--- src/rtl/alu_cmd_master.sv ---
// alu_cmd_master: writes a command's operands and opcode to an AXI-Lite ALU slave,
// reads the result back and returns it on a valid/ready response port.
module alu_cmd_master #(
   parameter int ADDR_WIDTH = 32,
   parameter int DATA_WIDTH = 8,
   parameter int OP1_ADDR   = 0,
   parameter int OP2_ADDR   = 1,
   parameter int OPC_ADDR   = 2,
   parameter int RES_ADDR   = 3,
   parameter int TIMEOUT    = 255
) (
   input  logic                  clk,
   input  logic                  rstn,
   input  logic                  cmd_valid,
   output logic                  cmd_ready,
   input  logic [DATA_WIDTH-1:0] cmd_op1,
   input  logic [DATA_WIDTH-1:0] cmd_op2,
   input  logic [DATA_WIDTH-1:0] cmd_opcode,
   output logic                  rsp_valid,
   input  logic                  rsp_ready,
   output logic [DATA_WIDTH-1:0] rsp_data,
   output logic                  rsp_err,
   output logic [ADDR_WIDTH-1:0] awaddr,
   output logic                  awvalid,
   input  logic                  awready,
   output logic [DATA_WIDTH-1:0] wdata,
   output logic                  wvalid,
   input  logic                  wready,
   input  logic [1:0]            bresp,
   input  logic                  bvalid,
   output logic                  bready,
   output logic [ADDR_WIDTH-1:0] araddr,
   output logic                  arvalid,
   input  logic                  arready,
   input  logic [DATA_WIDTH-1:0] rdata,
   input  logic [1:0]            rresp,
   input  logic                  rvalid,
   output logic                  rready
);
   localparam int TW = (TIMEOUT < 2) ? 1 : $clog2(TIMEOUT);

   typedef enum logic [2:0] {IDLE, WADDR, WRESP, RADDR, RDATA, RESP} state_t;

   state_t                state, nxt;
   logic [DATA_WIDTH-1:0] op1, op2, opc, op1_d, op2_d, opc_d, rsp_data_d, wdata_d;
   logic [ADDR_WIDTH-1:0] awaddr_d;
   logic [1:0]            widx, widx_d;
   logic                  err, err_d;
   logic [TW-1:0]         tcnt, tcnt_d;
   logic                  aw_n, w_n, timed;

   assign rsp_err = err;

   always_comb begin
      aw_n       = awvalid & ~awready;
      w_n        = wvalid & ~wready;
      timed      = (state != IDLE) && (state != RESP);
      nxt        = state;
      op1_d      = op1;
      op2_d      = op2;
      opc_d      = opc;
      widx_d     = widx;
      err_d      = err;
      rsp_data_d = rsp_data;
      case (state)
         IDLE: if (cmd_valid && cmd_ready) begin
            nxt        = WADDR;
            op1_d      = cmd_op1;
            op2_d      = cmd_op2;
            opc_d      = cmd_opcode;
            widx_d     = 2'd0;
            err_d      = 1'b0;
            rsp_data_d = '0;
         end
         WADDR: if (!aw_n && !w_n) nxt = WRESP;
         WRESP: if (bvalid) begin
            if (bresp != 2'b00) begin
               err_d = 1'b1;
               nxt   = RESP;
            end else if (widx != 2'd2) begin
               widx_d = widx + 2'd1;
               nxt    = WADDR;
            end else nxt = RADDR;
         end
         RADDR: if (arready) nxt = RDATA;
         RDATA: if (rvalid) begin
            rsp_data_d = rdata;
            err_d      = err | (rresp != 2'b00);
            nxt        = RESP;
         end
         RESP: if (rsp_ready) nxt = IDLE;
         default: nxt = IDLE;
      endcase
      // a stalled handshake gives up once the wait budget is spent
      if (timed && nxt == state && tcnt == TW'(TIMEOUT - 1)) begin
         nxt        = RESP;
         err_d      = 1'b1;
         rsp_data_d = '0;
      end
      tcnt_d   = (nxt != state || !timed) ? '0 : tcnt + TW'(1);
      awaddr_d = widx_d == 2'd0 ? ADDR_WIDTH'(OP1_ADDR) :
                 widx_d == 2'd1 ? ADDR_WIDTH'(OP2_ADDR) : ADDR_WIDTH'(OPC_ADDR);
      wdata_d  = widx_d == 2'd0 ? op1_d : widx_d == 2'd1 ? op2_d : opc_d;
   end

   // all handshake outputs are registered from the next state, so no valid follows a ready combinationally
   always_ff @(posedge clk or negedge rstn) begin
      if (!rstn) begin
         state     <= IDLE;
         op1       <= '0;
         op2       <= '0;
         opc       <= '0;
         widx      <= 2'd0;
         err       <= 1'b0;
         tcnt      <= '0;
         rsp_data  <= '0;
         awaddr    <= '0;
         wdata     <= '0;
         araddr    <= '0;
         cmd_ready <= 1'b0;
         awvalid   <= 1'b0;
         wvalid    <= 1'b0;
         bready    <= 1'b0;
         arvalid   <= 1'b0;
         rready    <= 1'b0;
         rsp_valid <= 1'b0;
      end else begin
         state     <= nxt;
         op1       <= op1_d;
         op2       <= op2_d;
         opc       <= opc_d;
         widx      <= widx_d;
         err       <= err_d;
         tcnt      <= tcnt_d;
         rsp_data  <= rsp_data_d;
         awaddr    <= awaddr_d;
         wdata     <= wdata_d;
         araddr    <= ADDR_WIDTH'(RES_ADDR);
         cmd_ready <= nxt == IDLE;
         awvalid   <= nxt == WADDR && (state != WADDR || aw_n);
         wvalid    <= nxt == WADDR && (state != WADDR || w_n);
         bready    <= nxt == WRESP;
         arvalid   <= nxt == RADDR;
         rready    <= nxt == RDATA;
         rsp_valid <= nxt == RESP;
      end
   end
endmodule

--- config.mk ---
export PLATFORM = sky130hd
export DESIGN_NAME = alu_cmd_master
export DESIGN_NICKNAME = d
export VERILOG_FILES = /design/src/rtl/alu_cmd_master.sv
export SDC_FILE = /design/constraint.sdc
export NUM_CORES = 1
export LEC_CHECK = 0
export ABC_AREA = 1
export CORE_MARGIN = 5
export CORE_UTILIZATION = 44
export CTS_CLUSTER_SIZE = 16
export DETAILED_ROUTE_END_ITERATION = 16
export GPL_TIMING_DRIVEN = 1
export PLACE_DENSITY = 0.82
export REMOVE_ABC_BUFFERS = 1
export SYNTH_ARGS = -nofsm -noshare
export SYNTH_HDL_FRONTEND = slang
export SYNTH_SLANG_ARGS = --single-unit
--- constraint.sdc ---
create_clock -name clk -period 2.3 [get_ports clk]
set_input_delay 0.575 -clock clk [delete_from_list [all_inputs] [get_ports clk]]
set_output_delay 0.575 -clock clk [all_outputs]
set_load 0.01 [all_outputs]
==> results.yml, run 1 <==
global_route:
  grt_pass1_wl_microns: 11910
  grt-ovfl-total: 0
  first_global_vias: 2675
  antenna_found_initial: 0
  grt_usage_pct: 15.00
  grt_max_degree: 44
logic_synthesis:
  synthMuxAreaShare_pct: 0
  synthAdderAreaFrac_pct: 1.433
  synthMostInstantiatedCell: "nand2_1"
  synth_async_sr_flop_share_pct: 100.0
  synth_seq_cells: 63
  synth_top_family_by_area: "simple AND/OR/NAND/NOR gates"
  yosys_warnings: 0
  synth_cell_types: 39
  netlist_area_sq_um: 3492
  synth_top_area_share_pct: 45.15
  synth-xor-area-share_pct: 1.505
  yosysTopAreaCell: "dfrtp_1"
  synth_compound_area_share_pct: 5.339
  synth-edff-count: 0
  avgSynthCellArea_sq_um: 8.580
  netlist_top_cells_count: "132 x nand2_1, 63 x dfrtp_1, 62 x buf_4, 28 x inv_1"
  synthSimpleGateAreaFrac_pct: 27.62
  synth_ff_type: "dfrtp_1"
  yosysSeqAreaShare_pct: 45.15
  synthTopCellsByArea: "dfrtp_1 45%, nand2_1 14%, buf_4 13%, inv_1 3.0%, nand3_1 2.1%"
  synthCells: 407
placement:
  numPortBuffers: 72
  dpl.hpwl_microns: 5690
  dpl.cell_count: 588
  gp_congestion: 0.8577
route:
  via_count: 2681
  drt-total-wl_microns: 7305
  dr.pass1.iters: 4
  drc: 0
  wl_per_cell_microns: 12.09
  via_per_inst: 4.439
  ant_nets: 0
  dr.first_iter.drc_count: 121
cts:
  cts_tree: "built"
  cts_num_sinks: 63
  worstSkewPairLatency_ps: 340
  clk_pin_slew_ps: 70
  cts_max_path_buffers: 2
  cts_buffers: 9
  cts.repair.resized: 0
  ctsRootBufferMaster: "clkbuf_8"
  cts_setup_buffers: 0
  htree_num_levels: 3
  cts_hold_buffers: 0
timing:
  min_period_ps: 2050
  hold_ws_ps: 190.1
  period_share_pct: 89.12
  hold_viol: 0
  slew_violations: 0
  tightestPinTransition_ps: 520.3
  tns_ps: 0
  rsz0062_at_grt: "false"
  fin_worst_skew_ps: 11.85
  slew_headroom_pct: 65.31
  setup_viol_count_final: 0
  fmax_mhz: 487.8
worst_setup_path:
  cp.required_ps: 2530
  crit_type: "flip-flop to flip-flop"
  cp-end-kind: "flip-flop"
  worstPathArrival_ps: 2280
  start_kind: "flip-flop"
  cp_max_fo: 8
floorplanning:
  coreArea_sq_um: 7727
  die_area_sq_um: 9818
  start_util_pct: 45.19
  dieWidth_microns: 99.09
  io_pins: 133
  fp-row-count: 32
  die_h_microns: 99.09
finish:
  antennaDiodeCount: 0
  finalNonFillerCells: 604
  fin_util_pct: 56.88
  syn2layout_area_growth_pct: 25.87
  nNetsFinal: 546
  layout-drive-gt1-share_pct: 13.94
power_and_ir_drop:
  ir_worst_vdd_mv: 0.5923
  leakagePower_nw: 2.229
  p_per_area_nw_per_um2: 1157
min_path:
  holdCritPathClass: "input pin to asynchronous set/reset pin"
run_status:
  status: "completed"
job:
  cap_violations: 0
-- worst max-delay path, cell delays in order, from the launching register on --
cell	delay, ps
dfrtp_1	570
inv_6	180
nand3_1	150
nor2_1	130
nor2_1	60
nand4_1	110
nand2_1	100
nor2_4	150
nand2_8	100
nand2_4	70
nand2_1	40
nand2_1	60
inv_2	40
nand2_4	120
nor2_2	50
-- path summary, 6_finish.rpt --
path	from	end	slack (ps)	depth (start not counted)
min	rstn	opc[6]	190	1
min in group clk	rsp_data[6]	rsp_data[6]	470	2
max	state[1]	tcnt[2]	250	14
max reg2reg	state[1]	tcnt[2]	250	14
max in group asynchronous	rstn	tcnt[1]	1520	2
min reg2reg	rsp_data[6]	rsp_data[6]	470	2
-- cells by family (layout without fill, tap and decap cells) --
kind of cell / count (synthesis) / count (layout)
xor+xnor: 6 / 6
buf+inv: 104 / 140
flops: 63 / 63
other cells: 2 / 61
fa+ha+maj: 4 / 4
simple gates: 204 / 204
compound gates: 24 / 24
-- layout by cell type (no fill, tap or decap), types with 9 or more instances in the layout --
cell type	n
nand3_1	15
nor2_1	15
conb_1	61
clkbuf_8	9
nor2_2	9
clkdlybuf4s50_1	71
buf_4	15
dfrtp_1	63
o211ai_1	9
inv_1	28
nand2_1	132
-- final cells by class --
| class | count | area [sq um] |
|---|---|---|
| Fill cell | 684 | 3332 |
| Sequential cell | 63 | 1577 |
| Multi-Input combinational cell | 299 | 1483 |
| Timing Repair Buffer | 89 | 868.3 |
| Inverter | 35 | 138.9 |
| Tap cell | 102 | 127.6 |
| Clock buffer | 9 | 123.9 |
| Clock inverter | 7 | 77.57 |
-- state kept, by name (all words and copies together), names as in the netlist --
name / count
wdata: 8
widx: 1
op2: 8
wvalid: 1
awaddr: 2
rsp_data: 8
state: 3
tcnt: 8
awvalid: 1
bready: 1
opc: 8
op1: 8
cmd_ready: 1
araddr: 1
rready: 1
rsp_err: 1
rsp_valid: 1
arvalid: 1
-- layer usage --
metal | GRT usage, % | part of all wire [%] | up-vias
met5 | 0 | 0 | -
met4 | 4.097 | 1.2 | 0
met3 | 5.520 | 9.2 | 10
met2 | 25.26 | 48 | 114
met1 | 18.07 | 42 | 1230
li1 | - | - | 1327
-- through the flow --
stage                     setup slack (ps)  instance area, sq um  total power [mW]
after global placement              -80.65                  4194             4.091
after CTS                            266.2                  4395             5.136
after global routing                 74.20                  4395             5.483
after detailed placement            -78.73                  4194             4.136
final                                250.2                  4395             5.086
after floorplan                      417.0                  3198             3.171
-- report_power, final --
group	internal, mW	switching (mW)	total [mW]
Combinational	1.03	1.32	2.35
Sequential	1.53	0.231	1.76
Clock	0.513	0.462	0.975
Power figures use the tool's default switching activity.
==> run 2: changes to the inputs <==
--- a/config.mk
+++ b/config.mk
@@ -13,6 +13,7 @@
 export GPL_TIMING_DRIVEN = 1
 export PLACE_DENSITY = 0.82
 export REMOVE_ABC_BUFFERS = 1
+export SLEW_MARGIN = 10
 export SYNTH_ARGS = -nofsm -noshare
 export SYNTH_HDL_FRONTEND = slang
 export SYNTH_SLANG_ARGS = --single-unit
==> results of run 2 <==
Same layout as run 1: the final DEF is identical, and so are final timing and power.
==> run 3: changes to the inputs <==
--- a/config.mk
+++ b/config.mk
@@ -12,6 +12,7 @@
 export DETAILED_ROUTE_END_ITERATION = 16
 export GPL_TIMING_DRIVEN = 1
 export PLACE_DENSITY = 0.82
+export RECOVER_POWER = 50
 export REMOVE_ABC_BUFFERS = 1
 export SLEW_MARGIN = 10
 export SYNTH_ARGS = -nofsm -noshare
==> results.yml, run 3 (synthesis results as in run 1) <==
global_route:
  grt_pass1_wl_microns: 11910
  grt_usage_pct: 15.00
  first_global_vias: 2675
  antenna_found_initial: 0
  grt-ovfl-total: 0
  grt_max_degree: 44
timing:
  fmax_mhz: 485.0
  period_share_pct: 89.65
  hold_viol: 0
  slew_violations: 0
  setup_viol_count_final: 0
  slew_headroom_pct: 22.06
  fin_worst_skew_ps: 11.30
  min_period_ps: 2062
  tightestPinTransition_ps: 1169
  rsz0062_at_grt: "false"
worst_setup_path:
  start_kind: "flip-flop"
  crit_type: "flip-flop to flip-flop"
  startpoint: "state[1]"
  worstPathArrival_ps: 2290
  r2r-start: "state[1]"
  cp_max_fo: 8
  cp-end-kind: "flip-flop"
  cp.required_ps: 2530
power_and_ir_drop:
  comb_power_share_pct: 46.0
  p_total_mw: 5.060
  leakagePower_nw: 2.221
  netSwitchingFraction_pct: 39.58
  clock_power_share_pct: 19.2
  ir_worst_vdd_mv: 0.5919
  switching_power_mw: 2.003
  seqPwrFrac_pct: 34.8
  p_per_area_nw_per_um2: 1156
  internal-power_mw: 3.057
cts:
  worstSkewPairLatency_ps: 340
  cts_setup_buffers: 0
  clk_pin_slew_ps: 70
  cts_max_path_buffers: 2
  htree_num_levels: 3
  cts_tree: "built"
  cts.repair.resized: 0
  cts_hold_buffers: 0
  cts_buffers: 9
  cts_num_sinks: 63
  ctsRootBufferMaster: "clkbuf_8"
route:
  dr.pass1.iters: 4
  ant_nets: 0
  wl_per_cell_microns: 12.09
  via_per_inst: 4.478
  drt-total-wl_microns: 7300
  via_count: 2705
  drc: 0
  dr.first_iter.drc_count: 116
job:
  cap_violations: 0
placement:
  dpl.cell_count: 588
  numPortBuffers: 72
  dpl.hpwl_microns: 5690
  gp_congestion: 0.8577
floorplanning:
  dieWidth_microns: 99.09
  fp-row-count: 32
  die_h_microns: 99.09
  start_util_pct: 45.19
  io_pins: 133
  coreArea_sq_um: 7727
  die_area_sq_um: 9818
finish:
  multi_input_area_sq_um: 1470
  final-seq-area_sq_um: 1577
  syn2layout_area_growth_pct: 25.30
  antennaDiodeCount: 0
  layout_commonest_cell: "nand2_1"
  final_cell_mix: "132 x nand2_1, 71 x clkdlybuf4s50_1, 63 x dfrtp_1"
  finalNonFillerCells: 604
  fillerInstances: 687
  nNetsFinal: 546
  layout-drive-gt1-share_pct: 13.35
min_path:
  holdCritPathClass: "input pin to asynchronous set/reset pin"
run_status:
  status: "completed"
==> run 3: final timing paths <==
path                                     to  depth (start not counted)  slack [ps]
worst max-delay path                tcnt[2]                         14         240
worst min-delay path                 opc[6]                          1         450
worst max register to register      tcnt[2]                         14         240
worst min register to register  rsp_data[6]                          2         470
max in group asynchronous            op1[4]                          2        1050
min in group clk                rsp_data[6]                          2         470
==> run 3: metrics by stage <==
step	setup slack (ps)	utilization (%)	hold WS, ps	cell area, sq um	TNS (ps)
finish	238.1	56.62	449.6	4375	0
global route	53.31	56.62	492.3	4375	0
CTS	266.2	56.88	189.4	4395	0
detailed placement	-78.73	54.27	460.9	4194	-1536
global placement	-80.65	54.27	454.4	4194	-639.8
floorplan	417.0	-	279.4	3198	0
==> run 3: routing by layer <==
layer,vias up,GRT usage [%],wire (microns)
li1,1327,-,-
met1,1253,18.07,3067
met2,113,25.26,3488
met3,12,5.520,653
met4,0,4.097,91
met5,-,0,0
==> run 3: critical path, stage by stage, from the launching register on <==
cell and delay [ps]:
dfrtp_1 570, inv_6 180, nand3_1 150, nor2_1 130, nor2_1 60, nand4_1 120, nand2_1 100, nor2_4 150
nand2_8 100, nand2_4 70, nand2_1 40, nand2_1 60, inv_2 40, nand2_4 120, nor2_2 50
==> run 3: layout make-up <==
type / count / area share (%)
clock inverter: 7 / 1.773
clock buffer: 9 / 2.831
multi-input combinational: 299 / 33.60
sequential: 63 / 36.03
inverter: 35 / 3.174
tap: 102 / 2.917
timing repair buffer: 89 / 19.67
==> run 3: power by group through the flow <==
| stage | Clock [mW] | Combinational (mW) | Sequential [mW] |
|---|---|---|---|
| floorplan | 0 | 1.35 | 1.82 |
| global placement | 0 | 2.32 | 1.77 |
| detailed placement | 0 | 2.36 | 1.78 |
| CTS | 1.00 | 2.37 | 1.76 |
| global route | 1.05 | 2.60 | 1.80 |
| finish | 0.973 | 2.33 | 1.76 |
